$ cat config.mk
export PLATFORM = sky130hd
export DESIGN_NAME = obstacle_spawner
export DESIGN_NICKNAME = d
export VERILOG_FILES = /design/src/rtl/obstacle_spawner_pkg.sv /design/src/rtl/obstacle_slot_table.sv /design/src/rtl/obstacle_spawner.sv
export SDC_FILE = /design/constraint.sdc
export NUM_CORES = 1
export LEC_CHECK = 0
export BUFFER_PORTS_ARGS = -buffer_cell sky130_fd_sc_hd__buf_2
export CORE_MARGIN = 3
export CORE_UTILIZATION = 50
export CTS_CLUSTER_DIAMETER = 200
export DETAILED_ROUTE_END_ITERATION = 12
export HOLD_SLACK_MARGIN = 0.15
export PLACE_DENSITY_LB_ADDON = 0.3
export SLEW_MARGIN = 10
export SYNTH_ARGS = -nofsm -noshare
export SYNTH_HDL_FRONTEND = slang
export SYNTH_SLANG_ARGS = --single-unit
$ cat constraint.sdc
create_clock -name clock -period 3.4 [get_ports clock]
set_clock_uncertainty 0.1 [all_clocks]
set_input_delay 0.51 -clock clock [delete_from_list [all_inputs] [get_ports clock]]
set_output_delay 0.51 -clock clock [all_outputs]
set_load 0.05 [all_outputs]
$ cat src/rtl/obstacle_spawner_pkg.sv
// Shared game package: FSM state encoding, default geometry and field widths.
package obstacle_spawner_pkg;

    localparam int unsigned SCREEN_W_DEF   = 160;
    localparam int unsigned LANE_Y0_DEF    = 20;
    localparam int unsigned LANE_PITCH_DEF = 24;
    localparam int unsigned MIN_GAP_DEF    = 8;

    localparam int unsigned X_W    = 8;
    localparam int unsigned Y_W    = 7;
    localparam int unsigned LANE_W = 2;
    localparam int unsigned CNT_W  = 4;
    localparam int unsigned IDX_W  = 4;
    localparam int unsigned CD_W   = 6;
    localparam int unsigned RAND_W = 5;

    typedef enum logic [2:0] {
        ST_IDLE,
        ST_SCAN,
        ST_ERASE,
        ST_MOVE,
        ST_PAINT,
        ST_SPAWN_CHK,
        ST_SPAWN_PAINT
    } state_t;

    // One drawer command: position plus erase(1)/paint(0).
    typedef struct packed {
        logic [X_W-1:0] x;
        logic [Y_W-1:0] y;
        logic           erase;
    } draw_cmd_t;

    // Pixel row of a lane.
    function automatic logic [Y_W-1:0] lane_y(input logic [LANE_W-1:0] lane,
                                              input int unsigned       y0,
                                              input int unsigned       pitch);
        return Y_W'(y0 + 32'(lane) * pitch);
    endfunction

endpackage

$ cat src/rtl/obstacle_slot_table.sv
// Obstacle slot storage: valid/x/lane per slot, free-slot finder, live count.
module obstacle_slot_table
    import obstacle_spawner_pkg::*;
#(
    parameter int unsigned NUM_SLOTS = 4,
    parameter int unsigned SCREEN_W  = SCREEN_W_DEF
) (
    input  logic              clock,
    input  logic              reset,
    input  logic [IDX_W-1:0]  rd_idx,
    output logic              rd_valid_c,
    output logic [X_W-1:0]    rd_x_c,
    output logic [LANE_W-1:0] rd_lane_c,
    input  logic              move,
    input  logic              kill,
    input  logic              spawn,
    input  logic [LANE_W-1:0] spawn_lane,
    output logic              free_any_c,
    output logic [IDX_W-1:0]  free_idx_c,
    output logic [CNT_W-1:0]  active_cnt
);

    logic [NUM_SLOTS-1:0] valid;
    logic [X_W-1:0]       xpos [NUM_SLOTS];
    logic [LANE_W-1:0]    lane [NUM_SLOTS];

    // Read port for the slot currently being scanned; out-of-range index reads as empty.
    always_comb begin
        rd_valid_c = 1'b0;
        rd_x_c     = '0;
        rd_lane_c  = '0;
        for (int i = 0; i < int'(NUM_SLOTS); i++) begin
            if (rd_idx == IDX_W'(i)) begin
                rd_valid_c = valid[i];
                rd_x_c     = xpos[i];
                rd_lane_c  = lane[i];
            end
        end
    end

    // Lowest-index free slot; iterate downward so the lowest index wins.
    always_comb begin
        free_any_c = 1'b0;
        free_idx_c = '0;
        for (int i = int'(NUM_SLOTS) - 1; i >= 0; i--) begin
            if (!valid[i]) begin
                free_any_c = 1'b1;
                free_idx_c = IDX_W'(i);
            end
        end
    end

    // Slot updates: move/kill act on the scanned slot, spawn fills the free slot.
    always_ff @(posedge clock) begin
        if (reset) begin
            valid      <= '0;
            active_cnt <= '0;
            for (int i = 0; i < int'(NUM_SLOTS); i++) begin
                xpos[i] <= '0;
                lane[i] <= '0;
            end
        end else begin
            for (int i = 0; i < int'(NUM_SLOTS); i++) begin
                if (rd_idx == IDX_W'(i)) begin
                    if (move) xpos[i]  <= xpos[i] - X_W'(1);
                    if (kill) valid[i] <= 1'b0;
                end
                if (spawn && free_any_c && (free_idx_c == IDX_W'(i))) begin
                    valid[i] <= 1'b1;
                    xpos[i]  <= X_W'(SCREEN_W - 1);
                    lane[i]  <= spawn_lane;
                end
            end
            if (spawn && free_any_c) begin
                active_cnt <= active_cnt + CNT_W'(1);
            end else if (kill && rd_valid_c) begin
                active_cnt <= active_cnt - CNT_W'(1);
            end
        end
    end

endmodule

$ cat src/rtl/obstacle_spawner.sv
// Obstacle spawner: per step, erase/move/repaint every live obstacle, then maybe spawn one.
module obstacle_spawner
    import obstacle_spawner_pkg::*;
#(
    parameter int unsigned NUM_SLOTS  = 4,
    parameter int unsigned SCREEN_W   = SCREEN_W_DEF,
    parameter int unsigned LANE_Y0    = LANE_Y0_DEF,
    parameter int unsigned LANE_PITCH = LANE_PITCH_DEF,
    parameter int unsigned MIN_GAP    = MIN_GAP_DEF
) (
    input  logic              clock,
    input  logic              reset,
    input  logic              enable,
    input  logic              next,
    input  logic [RAND_W-1:0] rand_val,   // LFSR value; "rand" is a reserved word
    output logic              draw_req,
    output logic [X_W-1:0]    draw_x,
    output logic [Y_W-1:0]    draw_y,
    output logic              draw_erase,
    input  logic              draw_ack,
    output logic              busy,
    output logic [CNT_W-1:0]  active_cnt,
    output logic              overrun
);

    state_t          state, state_d;
    logic [IDX_W-1:0] idx, idx_d;
    logic [CD_W-1:0]  countdown, cd_d, cd_dec, cd_reload;
    logic             pending, pending_d, overrun_d;
    draw_cmd_t        cmd, cmd_d;
    logic             step;
    logic             move, kill, spawn;

    logic              rd_valid_c;
    logic [X_W-1:0]    rd_x_c;
    logic [LANE_W-1:0] rd_lane_c;
    logic              free_any_c;
    logic [IDX_W-1:0]  free_idx_c;

    obstacle_slot_table #(
        .NUM_SLOTS (NUM_SLOTS),
        .SCREEN_W  (SCREEN_W)
    ) u_slots (
        .clock      (clock),
        .reset      (reset),
        .rd_idx     (idx),
        .rd_valid_c (rd_valid_c),
        .rd_x_c     (rd_x_c),
        .rd_lane_c  (rd_lane_c),
        .move       (move),
        .kill       (kill),
        .spawn      (spawn),
        .spawn_lane (rand_val[1:0]),
        .free_any_c (free_any_c),
        .free_idx_c (free_idx_c),
        .active_cnt (active_cnt)
    );

    assign step      = next & enable;
    assign cd_dec    = (countdown == '0) ? '0 : countdown - CD_W'(1);
    assign cd_reload = CD_W'(MIN_GAP) + CD_W'(rand_val[4:2]);

    assign draw_x     = cmd.x;
    assign draw_y     = cmd.y;
    assign draw_erase = cmd.erase;

    // Next-state, slot controls, drawer command and step-latching logic.
    always_comb begin
        state_d   = state;
        idx_d     = idx;
        cd_d      = countdown;
        cmd_d     = cmd;
        move      = 1'b0;
        kill      = 1'b0;
        spawn     = 1'b0;
        pending_d = pending;
        overrun_d = overrun;

        // A step seen in IDLE starts a sequence; if a pending one starts instead, the new step stays queued.
        if (state == ST_IDLE) begin
            pending_d = pending & step;
        end else if (step) begin
            if (pending) overrun_d = 1'b1;
            else         pending_d = 1'b1;
        end

        case (state)
            ST_IDLE: begin
                if (step || pending) begin
                    state_d = ST_SCAN;
                    idx_d   = '0;
                end
            end
            ST_SCAN: begin
                if (idx >= IDX_W'(NUM_SLOTS)) begin
                    state_d = ST_SPAWN_CHK;
                end else if (rd_valid_c) begin
                    state_d = ST_ERASE;
                    cmd_d   = '{x: rd_x_c, y: lane_y(rd_lane_c, LANE_Y0, LANE_PITCH), erase: 1'b1};
                end else begin
                    idx_d = idx + IDX_W'(1);
                end
            end
            ST_ERASE: begin
                if (draw_ack) state_d = ST_MOVE;
            end
            ST_MOVE: begin
                if (rd_x_c == '0) begin
                    kill    = 1'b1;
                    idx_d   = idx + IDX_W'(1);
                    state_d = ST_SCAN;
                end else begin
                    move      = 1'b1;
                    cmd_d.x   = rd_x_c - X_W'(1);
                    cmd_d.erase = 1'b0;
                    state_d   = ST_PAINT;
                end
            end
            ST_PAINT: begin
                if (draw_ack) begin
                    idx_d   = idx + IDX_W'(1);
                    state_d = ST_SCAN;
                end
            end
            ST_SPAWN_CHK: begin
                state_d = ST_IDLE;
                if (cd_dec != '0) begin
                    cd_d = cd_dec;
                end else begin
                    cd_d = cd_reload;
                    if (free_any_c) begin
                        spawn   = 1'b1;
                        cmd_d   = '{x: X_W'(SCREEN_W - 1),
                                    y: lane_y(rand_val[1:0], LANE_Y0, LANE_PITCH),
                                    erase: 1'b0};
                        state_d = ST_SPAWN_PAINT;
                    end
                end
            end
            ST_SPAWN_PAINT: begin
                if (draw_ack) state_d = ST_IDLE;
            end
            default: begin
                state_d = ST_IDLE;
            end
        endcase
    end

    // State and output registers; draw_req/busy follow the state being entered.
    always_ff @(posedge clock) begin
        if (reset) begin
            state     <= ST_IDLE;
            idx       <= '0;
            countdown <= CD_W'(MIN_GAP);
            pending   <= 1'b0;
            overrun   <= 1'b0;
            cmd       <= '0;
            draw_req  <= 1'b0;
            busy      <= 1'b0;
        end else begin
            state     <= state_d;
            idx       <= idx_d;
            countdown <= cd_d;
            pending   <= pending_d;
            overrun   <= overrun_d;
            cmd       <= cmd_d;
            draw_req  <= (state_d == ST_ERASE) || (state_d == ST_PAINT) ||
                         (state_d == ST_SPAWN_PAINT);
            busy      <= (state_d != ST_IDLE);
        end
    end

endmodule

==> impl_metrics.prom, run 1 <==
# TYPE chip_impl_metric gauge
chip_impl_metric{name="htreeDepth",unit=""} 3
chip_impl_metric{name="synth_compound_gate_area_share",unit=""} 0.206
chip_impl_metric{name="final_nets",unit=""} 584
chip_impl_metric{name="num_vias",unit=""} 4032
chip_impl_metric{name="peak_ir_drop_on_the_vdd_network",unit="mV"} 0.210
chip_impl_metric{name="design.core.area",unit="sq um"} 9280
chip_impl_metric{name="area_delta_synth_final",unit="%"} 10.5
chip_impl_info{name="grt_setup_unrepaired",value="false"} 1
chip_impl_metric{name="setup.reg_to_reg.worst_slack",unit="ns"} 0.29
chip_impl_metric{name="cts.path.max_buffers",unit=""} 2
chip_impl_metric{name="ys_seq_elements",unit=""} 79
chip_impl_info{name="crit_path_end",value="u_slots.xpos[0][20]$_SDFFCE_PN0P_"} 1
chip_impl_metric{name="synthesis.area",unit="sq um"} 4800
chip_impl_metric{name="area_of_the_die",unit="sq um"} 10800
chip_impl_metric{name="grt_first_pass_wirelength",unit="mm"} 19.2
chip_impl_metric{name="cts_num_sinks",unit=""} 79
chip_impl_metric{name="grt_util_all_layers",unit=""} 0.216
chip_impl_metric{name="cellPowerDensity",unit="nW/um^2"} 380
chip_impl_info{name="outcome",value="completed"} 1
chip_impl_metric{name="route.antenna.remaining_nets",unit=""} 0
chip_impl_metric{name="yosysWarnings",unit=""} 0
chip_impl_metric{name="path_max_fanout",unit=""} 11
chip_impl_info{name="critical_path.endpoint_type",value="register"} 1
chip_impl_info{name="timing.setup.critical_path_class",value="reg -> reg"} 1
chip_impl_metric{name="fp.dieW",unit="microns"} 104
chip_impl_info{name="clock-root-buffer",value="sky130_fd_sc_hd__clkbuf_8"} 1
chip_impl_metric{name="drt-wirelength-per-cell",unit="microns"} 16.3
chip_impl_metric{name="setup_tns",unit="ns"} 0
chip_impl_metric{name="cts_buffers",unit=""} 9
chip_impl_metric{name="yosys.cell_types.count",unit=""} 75
chip_impl_metric{name="antenna_found_initial",unit=""} 0
chip_impl_metric{name="reg2reg_depth",unit=""} 10
chip_impl_info{name="worst_hold_path_startpoint",value="draw_y[2]$_SDFFE_PP0P_"} 1
chip_impl_metric{name="post_synth_mux_area_share",unit=""} 0.0232
chip_impl_metric{name="synth_seq_area_share",unit=""} 0.413
chip_impl_metric{name="die_height",unit="microns"} 104
chip_impl_info{name="critical_path.reg2reg.endpoint",value="u_slots.xpos[0][20]$_SDFFCE_PN0P_"} 1
chip_impl_metric{name="drt-initial-drc-count",unit=""} 326
chip_impl_info{name="critical_path.reg2reg.startpoint",value="idx[0]$_SDFFE_PP0P_"} 1
chip_impl_metric{name="number_of_hold_buffers_added_after_cts",unit=""} 0
chip_impl_metric{name="leakage",unit="nW"} 2.06
chip_impl_metric{name="fillers",unit=""} 857
chip_impl_info{name="synth_top_family_by_area",value="compound AO/OA/AOI/OAI gates"} 1
chip_impl_metric{name="diodes",unit=""} 0
chip_impl_metric{name="worst_ep_required_time",unit="ns"} 3.40
chip_impl_metric{name="yosys.area_share.simple",unit=""} 0.196
chip_impl_info{name="hold_class",value="reg -> reg"} 1
chip_impl_metric{name="detail_route.drc_violations",unit=""} 0
chip_impl_info{name="postSynth.topFlopCell",value="sky130_fd_sc_hd__edfxtp_1"} 1
chip_impl_info{name="cp-startpoint",value="idx[0]$_SDFFE_PP0P_"} 1
chip_impl_metric{name="grt_max_degree",unit=""} 40
chip_impl_metric{name="standard_cell_rows",unit=""} 35
chip_impl_metric{name="post_layout_min_period",unit="ns"} 3.11
chip_impl_metric{name="timing.slew.headroom",unit=""} 0.528
chip_impl_metric{name="dpl.hpwl",unit="mm"} 8.33
chip_impl_metric{name="netlist_instances",unit=""} 525
chip_impl_metric{name="grt_overflow",unit=""} 0
chip_impl_metric{name="drtPass1Iterations",unit=""} 5
chip_impl_metric{name="place.port_buffers",unit=""} 30
chip_impl_metric{name="layout_worst_path_cycle_share",unit=""} 0.913
chip_impl_metric{name="synth-async-reset-ratio",unit=""} 0
chip_impl_metric{name="synth_enable_flop_cells",unit=""} 40
chip_impl_metric{name="route.final.wire_length",unit="mm"} 11.3
chip_impl_metric{name="synthXorXnorAreaFrac",unit=""} 0.0529
chip_impl_metric{name="number_of_global_route_vias_before_repair",unit=""} 3910
chip_impl_info{name="timing.critical_path.from_type",value="register"} 1
chip_impl_metric{name="initial_utilization",unit=""} 0.517
chip_impl_metric{name="maxClockFrequency",unit="MHz"} 322
chip_impl_metric{name="post_route_cells_drive_above_1_share",unit=""} 0.157
chip_impl_metric{name="clkTransAtPathRegs",unit="ns"} 0.09
chip_impl_metric{name="via_per_inst",unit=""} 5.85
chip_impl_metric{name="ioPinCount",unit=""} 33
chip_impl_metric{name="hold_viol_final",unit=""} 0
chip_impl_metric{name="place_congestion",unit=""} 0.848
chip_impl_metric{name="fraction_of_the_core_area_covered_by_cells_at_the_end_of_the_flow",unit=""} 0.571
chip_impl_metric{name="setup_viol",unit=""} 0
chip_impl_metric{name="maxSlewViolCount",unit=""} 0
chip_impl_metric{name="postSynthAreaPerCell",unit="sq um"} 9.15
chip_impl_metric{name="worst-endpoint-arrival",unit="ns"} 3.10
chip_impl_metric{name="max_cap_violations",unit=""} 0
chip_impl_metric{name="worst_skew_pair.late_latency",unit="ns"} 0.36
chip_impl_metric{name="worstMarginPinSlew",unit="ns"} 0.705
chip_impl_metric{name="finalHoldWorstSlack",unit="ns"} 0.358
chip_impl_info{name="cts_tree",value="done"} 1
chip_impl_metric{name="synth_fa_ha_area_frac",unit=""} 0.0511
-- flip-flops by register name (all words and copies together), names as in the netlist, 4 cells and up --
signal and cells:
countdown 6, draw_x 8, draw_y 5, idx 4, u_slots.active_cnt 4, u_slots.lane 8
u_slots.valid 4, u_slots.xpos 32
-- worst min path at each step --
stage                     cells past startpoint  slack [ns]                            end
after global routing                          2        0.41         draw_y[2]$_SDFFE_PP0P_
after floorplan                               2        0.36  u_slots.valid[3]$_SDFFE_PP0P_
final                                         2        0.36         draw_y[2]$_SDFFE_PP0P_
after detailed placement                      2        0.35         draw_y[2]$_SDFFE_PP0P_
after global placement                        2        0.33         draw_y[2]$_SDFFE_PP0P_
after CTS                                     2        0.36         draw_y[2]$_SDFFE_PP0P_
-- layout make-up --
type	count	area (sq um)	share of cell area
clock buffers	10	149	0.0281
inverters	25	93.8	0.0177
clock inverters	6	71.3	0.0134
flip-flops and latches	79	1980	0.374
multi-input cells	393	2570	0.484
repair buffers	47	278	0.0524
well taps	129	161	0.0304
-- cells in the mapped netlist (all sizes together), types with 13 or more instances --
master  instances  area [sq um]
a211oi         13           103
a21oi          45           240
buf            15          98.8
clkbuf         14          82.6
dfxtp          39           781
edfxtp         40          1200
ha             18           225
inv            24          90.1
nand2          37           141
nand3          19           105
nor2           56           213
nor3           16          85.1
o21ai          46           234
xnor2          19           166
-- per-layer routing --
metal / vias up / global-route usage / share of wire
li1: 1962 / - / -
met1: 1908 / 0.295 / 0.45
met2: 143 / 0.348 / 0.47
met3: 19 / 0.0317 / 0.056
met4: 0 / 0.0807 / 0.021
met5: - / 0 / 0
-- through the flow --
| stage | instance area, sq um | setup WS [ns] | cells | total power, mW |
|---|---|---|---|---|
| floorplan | 4810 | 0.283 | 526 | 1.21 |
| global placement | 5060 | 0.268 | 673 | 1.26 |
| detailed placement | 5060 | 0.138 | 673 | 1.26 |
| CTS | 5280 | 0.107 | 689 | 2.02 |
| global route | 5310 | 0.0472 | 689 | 2.09 |
| finish | 5310 | 0.294 | 689 | 2.01 |
-- placed cells by master (no fill, tap or decap), types with 5 or more instances in the layout --
cell,count
sky130_fd_sc_hd__nor2_1,55
sky130_fd_sc_hd__a21oi_1,43
sky130_fd_sc_hd__edfxtp_1,40
sky130_fd_sc_hd__dfxtp_1,39
sky130_fd_sc_hd__nand2_1,36
sky130_fd_sc_hd__o21ai_1,30
sky130_fd_sc_hd__buf_2,30
sky130_fd_sc_hd__inv_1,24
sky130_fd_sc_hd__xnor2_1,19
sky130_fd_sc_hd__nand3_1,17
sky130_fd_sc_hd__ha_1,17
sky130_fd_sc_hd__buf_4,17
sky130_fd_sc_hd__o21ai_0,15
sky130_fd_sc_hd__nor3_1,15
sky130_fd_sc_hd__a211oi_1,12
sky130_fd_sc_hd__mux2i_1,10
sky130_fd_sc_hd__xor2_1,10
sky130_fd_sc_hd__clkbuf_8,9
sky130_fd_sc_hd__nor2b_1,8
sky130_fd_sc_hd__or3_1,8
sky130_fd_sc_hd__and2_1,6
sky130_fd_sc_hd__a311oi_1,5
-- timing repair --
item	CTS	global route
buffers inserted	0	0
endpoints found under the hold margin	0	0
gates resized for setup	0	5
setup endpoints to repair	0	69
-- logic make-up after synthesis --
| group | Yosys count |
|---|---|
| AO/OA/AOI/OAI | 150 |
| multiplexers | 11 |
| buffers and inverters | 54 |
| XOR/XNOR | 29 |
| AND/OR/NAND/NOR | 182 |
| other | 1 |
| flip-flops | 79 |
| adder cells (fa/ha/maj) | 19 |
-- critical path, stage by stage (launching register included) --
cell and delay (ns):
sky130_fd_sc_hd__dfxtp_1 0.41, sky130_fd_sc_hd__inv_1 0.10, sky130_fd_sc_hd__ha_1 0.30, sky130_fd_sc_hd__nor2b_1 0.19
sky130_fd_sc_hd__a221o_1 0.32, sky130_fd_sc_hd__a32oi_1 0.22, sky130_fd_sc_hd__ha_1 0.21, sky130_fd_sc_hd__nand3_1 0.15
sky130_fd_sc_hd__o21ai_4 0.39, sky130_fd_sc_hd__or3_1 0.32, sky130_fd_sc_hd__o21ai_1 0.12
-- report_power, final --
group	switching (mW)	internal (mW)	total [mW]
combinational	0.131	0.0773	0.209
clock	0.376	0.393	0.769
sequential	0.0194	1.02	1.04
No activity file was read; power rests on OpenSTA's default activity.
==> run 2: changes to the inputs <==
ABC_AREA = 0   (was unset)
CTS_BUF_LIST = sky130_fd_sc_hd__clkbuf_4 sky130_fd_sc_hd__clkbuf_8   (was unset)
clock period = 2.83 ns   (was 3.4 ns; I/O delays follow)
==> impl_metrics.prom, run 2 (same netlist as run 1, synthesis figures left out) <==
# TYPE chip_impl_metric gauge
chip_impl_metric{name="cellPowerDensity",unit="nW/um^2"} 427
chip_impl_metric{name="max_cap_violations",unit=""} 0
chip_impl_metric{name="worstMarginPinSlew",unit="ns"} 0.694
chip_impl_metric{name="power.total",unit="mW"} 2.54
chip_impl_info{name="cp-startpoint",value="countdown[0]$_SDFFE_PP0P_"} 1
chip_impl_info{name="hold_class",value="in -> reg"} 1
chip_impl_info{name="critical_path.endpoint_type",value="register"} 1
chip_impl_metric{name="grt_overflow",unit=""} 0
chip_impl_metric{name="final_nets",unit=""} 629
chip_impl_metric{name="instances_no_fill",unit=""} 734
chip_impl_metric{name="max_reg_flops",unit=""} 32
chip_impl_metric{name="fp.dieW",unit="microns"} 104
chip_impl_info{name="timing.critical_path.from_type",value="register"} 1
chip_impl_metric{name="diodes",unit=""} 0
chip_impl_metric{name="grtUsageMet1",unit=""} 0.288
chip_impl_metric{name="number_of_global_route_vias_before_repair",unit=""} 4154
chip_impl_info{name="timing.setup.critical_path_class",value="reg -> reg"} 1
chip_impl_metric{name="clkTransAtPathRegs",unit="ns"} 0.09
chip_impl_info{name="grt_setup_unrepaired",value="true"} 1
chip_impl_info{name="clock-root-buffer",value="sky130_fd_sc_hd__clkbuf_8"} 1
chip_impl_metric{name="path_max_fanout",unit=""} 4
chip_impl_metric{name="num_vias",unit=""} 4289
chip_impl_metric{name="grt_max_degree",unit=""} 40
chip_impl_metric{name="setup_viol",unit=""} 0
chip_impl_metric{name="worst_skew_pair.late_latency",unit="ns"} 0.36
chip_impl_metric{name="initial_utilization",unit=""} 0.517
chip_impl_info{name="critical_path.reg2reg.startpoint",value="countdown[0]$_SDFFE_PP0P_"} 1
chip_impl_metric{name="dpl.hpwl",unit="mm"} 8.76
chip_impl_metric{name="peak_ir_drop_on_the_vdd_network",unit="mV"} 0.277
chip_impl_metric{name="drtPass1Iterations",unit=""} 5
chip_impl_metric{name="power_switching",unit="uW"} 664
chip_impl_metric{name="detail_route.drc_violations",unit=""} 0
chip_impl_metric{name="cts_num_sinks",unit=""} 79
chip_impl_metric{name="leakage",unit="nW"} 2.36
chip_impl_metric{name="drt-wirelength-per-cell",unit="microns"} 16.7
chip_impl_metric{name="maxSlewViolCount",unit=""} 0
chip_impl_info{name="worst_hold_path_startpoint",value="rand_val[4]"} 1
chip_impl_metric{name="timing.slew.headroom",unit=""} 0.535
chip_impl_metric{name="cts_buffers",unit=""} 9
chip_impl_metric{name="area_of_the_die",unit="sq um"} 10800
chip_impl_metric{name="standard_cell_rows",unit=""} 35
chip_impl_metric{name="drt-initial-drc-count",unit=""} 335
chip_impl_metric{name="via_per_inst",unit=""} 5.84
chip_impl_metric{name="route.antenna.remaining_nets",unit=""} 0
chip_impl_metric{name="grt_first_pass_wirelength",unit="mm"} 20.0
chip_impl_metric{name="layout_worst_path_cycle_share",unit=""} 0.996
chip_impl_metric{name="place_congestion",unit=""} 0.875
chip_impl_metric{name="worst_ep_required_time",unit="ns"} 3.00
chip_impl_metric{name="p_int",unit="mW"} 1.87
chip_impl_info{name="top_reg_by_flops",value="u_slots.xpos"} 1
chip_impl_metric{name="worst_case_setup_margin_in_the_final_layout",unit="ns"} 0.0106
chip_impl_metric{name="grt_util_all_layers",unit=""} 0.224
chip_impl_info{name="cts_tree",value="done"} 1
chip_impl_metric{name="place.port_buffers",unit=""} 30
chip_impl_metric{name="post_layout_min_period",unit="ns"} 2.82
chip_impl_metric{name="antenna_found_initial",unit=""} 0
chip_impl_metric{name="ioPinCount",unit=""} 33
chip_impl_metric{name="pwr-share-seq",unit=""} 0.492
chip_impl_metric{name="setup_tns",unit="ns"} 0
chip_impl_metric{name="htreeDepth",unit=""} 3
chip_impl_metric{name="post-place-ws",unit="ns"} -0.183
chip_impl_metric{name="design.core.area",unit="sq um"} 9280
chip_impl_metric{name="share_comb_of_total_power",unit=""} 0.125
chip_impl_metric{name="place_inst",unit=""} 707
chip_impl_metric{name="met3_usage",unit=""} 0.0509
chip_impl_metric{name="cts.path.max_buffers",unit=""} 2
chip_impl_metric{name="hold_viol_final",unit=""} 0
chip_impl_metric{name="die_height",unit="microns"} 104
chip_impl_metric{name="grt.met2_usage",unit=""} 0.368
chip_impl_metric{name="power.share.switching",unit=""} 0.262
chip_impl_info{name="mostFrequentLayoutCells",value="sky130_fd_sc_hd__nor2_1 (54), sky130_fd_sc_hd__buf_4 (54), sky130_fd_sc_hd__a21oi_1 (40), sky130_fd_sc_hd__edfxtp_1 (40)"} 1
chip_impl_metric{name="maxClockFrequency",unit="MHz"} 355
chip_impl_metric{name="worst-endpoint-arrival",unit="ns"} 2.99
chip_impl_info{name="globalRoute.busiestLayer",value="met2"} 1
chip_impl_info{name="outcome",value="completed"} 1
chip_impl_metric{name="p_clk_frac",unit=""} 0.383
chip_impl_metric{name="route.final.wire_length",unit="mm"} 12.2
chip_impl_metric{name="post_route_cells_drive_above_1_share",unit=""} 0.298
chip_impl_metric{name="area_delta_synth_final",unit="%"} 23.6
==> run 2: power groups by stage <==
stage	clock network [mW]	logic, mW	registers (mW)
final	0.972	0.316	1.25
after floorplan	0	0.186	1.27
after CTS	0.980	0.289	1.25
after detailed placement	0	0.283	1.27
after global placement	0	0.275	1.27
after global routing	1.02	0.344	1.25
==> run 2: final timing paths <==
check / depth (start not counted) / slack, ns / endpoint
setup reg to reg: 12 / 0.01 / u_slots.active_cnt[3]$_SDFFE_PP0P_
hold reg to reg: 2 / 0.36 / overrun$_SDFFE_PP0P_
setup / recovery: 12 / 0.01 / u_slots.active_cnt[3]$_SDFFE_PP0P_
hold / removal: 5 / 0.32 / countdown[2]$_SDFFE_PP0P_
==> run 2: layout make-up <==
| type | count | area, sq um |
|---|---|---|
| repair buffers | 92 | 666 |
| clock buffers | 9 | 124 |
| multi-input cells | 393 | 2800 |
| well taps | 129 | 161 |
| inverters | 25 | 96.3 |
| clock inverters | 7 | 103 |
| flip-flops and latches | 79 | 1990 |
| fillers | 764 | 3350 |
==> run 2: metal layers <==
metal / vias up / wire, microns
met2: 155 / 5760
li1: 2062 / -
met3: 41 / 760
met5: - / 0
met1: 2031 / 5320
met4: 0 / 395
==> run 2: worst max-delay path: stages (launching register included) <==
cell	delay, ns
sky130_fd_sc_hd__dfxtp_2	0.35
sky130_fd_sc_hd__inv_2	0.05
sky130_fd_sc_hd__ha_4	0.26
sky130_fd_sc_hd__o211ai_1	0.11
sky130_fd_sc_hd__a211oi_2	0.31
sky130_fd_sc_hd__nand2_2	0.17
sky130_fd_sc_hd__ha_4	0.23
sky130_fd_sc_hd__a21o_1	0.18
sky130_fd_sc_hd__a21oi_2	0.16
sky130_fd_sc_hd__nand3_2	0.10
sky130_fd_sc_hd__or3_4	0.36
sky130_fd_sc_hd__and3_4	0.19
sky130_fd_sc_hd__o21a_1	0.15
==> run 2: through the flow <==
stage,hold slack (ns),instance area [sq um],util
2_1_floorplan,0.364,4810,-
3_3_place_gp,0.333,5350,0.576
3_5_place_dp,0.348,5350,0.576
4_1_cts,0.322,5690,0.613
5_1_grt,0.372,5940,0.639
6_report,0.321,5940,0.639
==> run 2: repair_timing <==
| action | in CTS | in global routing |
|---|---|---|
| setup endpoints to repair | 67 | 71 |
| resized for setup | 21 | 47 |
| hold buffers | 0 | 0 |
| setup buffers | 3 | 8 |
| cloned | 0 | 0 |
| pin swaps | 1 | 28 |
==> run 3: changes to the inputs <==
RECOVER_POWER = 100   (was unset)
==> impl_metrics.prom, run 3 (same netlist as run 1, synthesis figures left out) <==
# TYPE chip_impl_metric gauge
chip_impl_metric{name="dpl.hpwl",unit="mm"} 8.76
chip_impl_metric{name="grt.met2_usage",unit=""} 0.368
chip_impl_metric{name="grt_overflow",unit=""} 0
chip_impl_info{name="outcome",value="completed"} 1
chip_impl_metric{name="max_cap_violations",unit=""} 0
chip_impl_metric{name="setup_viol",unit=""} 0
chip_impl_metric{name="worst_skew_pair.late_latency",unit="ns"} 0.36
chip_impl_metric{name="hold_path_depth",unit=""} 5
chip_impl_metric{name="antenna_found_initial",unit=""} 0
chip_impl_info{name="globalRoute.busiestLayer",value="met2"} 1
chip_impl_metric{name="post-place-ws",unit="ns"} -0.183
chip_impl_metric{name="worst_case_setup_margin_in_the_final_layout",unit="ns"} 0.00978
chip_impl_metric{name="power.total",unit="mW"} 2.54
chip_impl_info{name="critical-path-slowest-cell",value="sky130_fd_sc_hd__or3_4"} 1
chip_impl_metric{name="post_layout_min_period",unit="ns"} 2.82
chip_impl_metric{name="hold_viol_final",unit=""} 0
chip_impl_metric{name="layout_worst_path_cycle_share",unit=""} 0.997
chip_impl_metric{name="post_route_cells_drive_above_1_share",unit=""} 0.258
chip_impl_info{name="cp_common_cell",value="sky130_fd_sc_hd__ha_4"} 1
chip_impl_metric{name="postLayoutCellArea",unit="sq um"} 5900
chip_impl_metric{name="initial_utilization",unit=""} 0.517
chip_impl_metric{name="worst_ep_required_time",unit="ns"} 3.00
chip_impl_metric{name="worst-endpoint-arrival",unit="ns"} 2.99
chip_impl_metric{name="maxSlewViolCount",unit=""} 0
chip_impl_metric{name="setup.reg_to_reg.worst_slack",unit="ns"} 0.01
chip_impl_metric{name="num_vias",unit=""} 4337
chip_impl_metric{name="number_of_hold_buffers_added_after_cts",unit=""} 0
chip_impl_metric{name="design.core.area",unit="sq um"} 9280
chip_impl_metric{name="setup_tns",unit="ns"} 0
chip_impl_info{name="clock-root-buffer",value="sky130_fd_sc_hd__clkbuf_8"} 1
chip_impl_metric{name="die_height",unit="microns"} 104
chip_impl_metric{name="crit_path_max_cell_delay",unit="ns"} 0.36
chip_impl_metric{name="route.antenna.remaining_nets",unit=""} 0
chip_impl_info{name="grt_setup_unrepaired",value="true"} 1
chip_impl_metric{name="finalHoldWorstSlack",unit="ns"} 0.324
chip_impl_info{name="mostFrequentLayoutCells",value="sky130_fd_sc_hd__nor2_1 (54), sky130_fd_sc_hd__buf_4 (51), sky130_fd_sc_hd__a21oi_1 (40), sky130_fd_sc_hd__edfxtp_1 (40)"} 1
chip_impl_metric{name="final_nets",unit=""} 629
chip_impl_metric{name="ioPinCount",unit=""} 33
chip_impl_info{name="timing.setup.critical_path_class",value="reg -> reg"} 1
chip_impl_metric{name="max_reg_flops",unit=""} 32
chip_impl_info{name="worst_hold_path_startpoint",value="rand_val[4]"} 1
chip_impl_metric{name="leakage",unit="nW"} 2.25
chip_impl_metric{name="diodes",unit=""} 0
chip_impl_metric{name="via_per_inst",unit=""} 5.91
chip_impl_metric{name="grt_util_all_layers",unit=""} 0.224
chip_impl_metric{name="grt_max_degree",unit=""} 40
chip_impl_metric{name="area_of_the_die",unit="sq um"} 10800
chip_impl_metric{name="standard_cell_rows",unit=""} 35
chip_impl_metric{name="cellPowerDensity",unit="nW/um^2"} 430
chip_impl_metric{name="grt_first_pass_wirelength",unit="mm"} 20.0
chip_impl_info{name="layout.cells.most_common",value="sky130_fd_sc_hd__nor2_1"} 1
chip_impl_info{name="critical_path.reg2reg.endpoint",value="u_slots.active_cnt[3]$_SDFFE_PP0P_"} 1
chip_impl_metric{name="place_congestion",unit=""} 0.875
chip_impl_metric{name="number_of_global_route_vias_before_repair",unit=""} 4154
chip_impl_info{name="cp_cell_sequence",value="inv_2 > ha_4 > o211ai_1 > a211oi_2 > nand2_2 > ha_4 > a21o_1 > a21oi_2 > nand3_2 > or3_4 > and3_4 > o21a_1"} 1
chip_impl_metric{name="met3_usage",unit=""} 0.0509
chip_impl_info{name="critical_path.endpoint_type",value="register"} 1
chip_impl_metric{name="htreeDepth",unit=""} 3
chip_impl_info{name="top_reg_by_flops",value="u_slots.xpos"} 1
chip_impl_metric{name="grtUsageMet1",unit=""} 0.288
chip_impl_metric{name="place.port_buffers",unit=""} 30
chip_impl_metric{name="route.final.wire_length",unit="mm"} 12.3
chip_impl_info{name="timing.critical_path.from_type",value="register"} 1
chip_impl_metric{name="worstMarginPinSlew",unit="ns"} 0.688
chip_impl_metric{name="path_max_fanout",unit=""} 4
chip_impl_info{name="min_delay_worst_endpoint",value="countdown[2]$_SDFFE_PP0P_"} 1
chip_impl_metric{name="cts.path.max_buffers",unit=""} 2
chip_impl_metric{name="drtPass1Iterations",unit=""} 6
chip_impl_metric{name="cts_num_sinks",unit=""} 79
chip_impl_metric{name="detail_route.drc_violations",unit=""} 0
chip_impl_metric{name="peak_ir_drop_on_the_vdd_network",unit="mV"} 0.276
chip_impl_info{name="cts_tree",value="done"} 1
chip_impl_metric{name="fp.dieW",unit="microns"} 104
chip_impl_metric{name="drt-wirelength-per-cell",unit="microns"} 16.7
chip_impl_metric{name="timing.slew.headroom",unit=""} 0.539
chip_impl_metric{name="fraction_of_the_core_area_covered_by_cells_at_the_end_of_the_flow",unit=""} 0.635
chip_impl_metric{name="area_delta_synth_final",unit="%"} 22.8
chip_impl_metric{name="instances_no_fill",unit=""} 734
chip_impl_info{name="hold_class",value="in -> reg"} 1
chip_impl_metric{name="placed_cell_area",unit="sq um"} 5350
chip_impl_metric{name="reg2reg_depth",unit=""} 12
chip_impl_metric{name="fillers",unit=""} 782
chip_impl_metric{name="clkTransAtPathRegs",unit="ns"} 0.09
chip_impl_metric{name="maxClockFrequency",unit="MHz"} 355
chip_impl_metric{name="cts_buffers",unit=""} 9
chip_impl_metric{name="drt-initial-drc-count",unit=""} 344
chip_impl_info{name="critical_path.reg2reg.startpoint",value="countdown[0]$_SDFFE_PP0P_"} 1
chip_impl_metric{name="place_inst",unit=""} 707
run 3: repair_timing:
action	4_1_cts	5_1_grt
gates cloned	0	0
setup buffers	3	8
gates resized for setup	21	47
endpoints found under the setup margin	67	71
pin swaps	1	28
run 3: metal layers:
metal / routed length (microns) / vias up
li1: - / 2063
met1: 5340 / 2060
met2: 5800 / 170
met3: 725 / 44
met4: 397 / 0
met5: 0 / -
run 3: final cells by class:
| type | instances | area (sq um) | area share |
|---|---|---|---|
| Clock inverter | 7 | 103 | 0.0174 |
| Clock buffer | 9 | 124 | 0.0210 |
| Inverter | 25 | 96.3 | 0.0163 |
| Timing Repair Buffer | 92 | 628 | 0.106 |
| Multi-Input combinational cell | 393 | 2800 | 0.474 |
| Sequential cell | 79 | 1990 | 0.337 |
| Tap cell | 129 | 161 | 0.0274 |
run 3: how the worst max path moves through the flow:
stage                                   start                            endpoint  cells after the start
floorplan                 idx[1]$_SDFFE_PP0P_    u_slots.xpos[0][0]$_SDFFCE_PN0P_                     12
global placement    countdown[0]$_SDFFE_PP0P_  u_slots.active_cnt[3]$_SDFFE_PP0P_                     12
detailed placement        idx[1]$_SDFFE_PP0P_   u_slots.xpos[0][18]$_SDFFCE_PN0P_                     10
CTS                 countdown[0]$_SDFFE_PP0P_  u_slots.active_cnt[3]$_SDFFE_PP0P_                     12
global route        countdown[0]$_SDFFE_PP0P_  u_slots.active_cnt[3]$_SDFFE_PP0P_                     12
finish              countdown[0]$_SDFFE_PP0P_  u_slots.active_cnt[3]$_SDFFE_PP0P_                     12
run 3: worst max-delay path, delay by kind of cell (launching register included):
kind,cells,cell delay [ns]
fa+ha+maj,2,0.49
compound gates,5,0.91
flops,1,0.35
buf+inv,1,0.05
simple gates,4,0.82
run 3: power by group:
part | internal (mW) | leakage (nW) | switching [mW]
clock network | 0.511 | 0.117 | 0.460
registers | 1.22 | 0.729 | 0.0258
logic | 0.138 | 1.41 | 0.178
total | 1.87 | 2.25 | 0.664
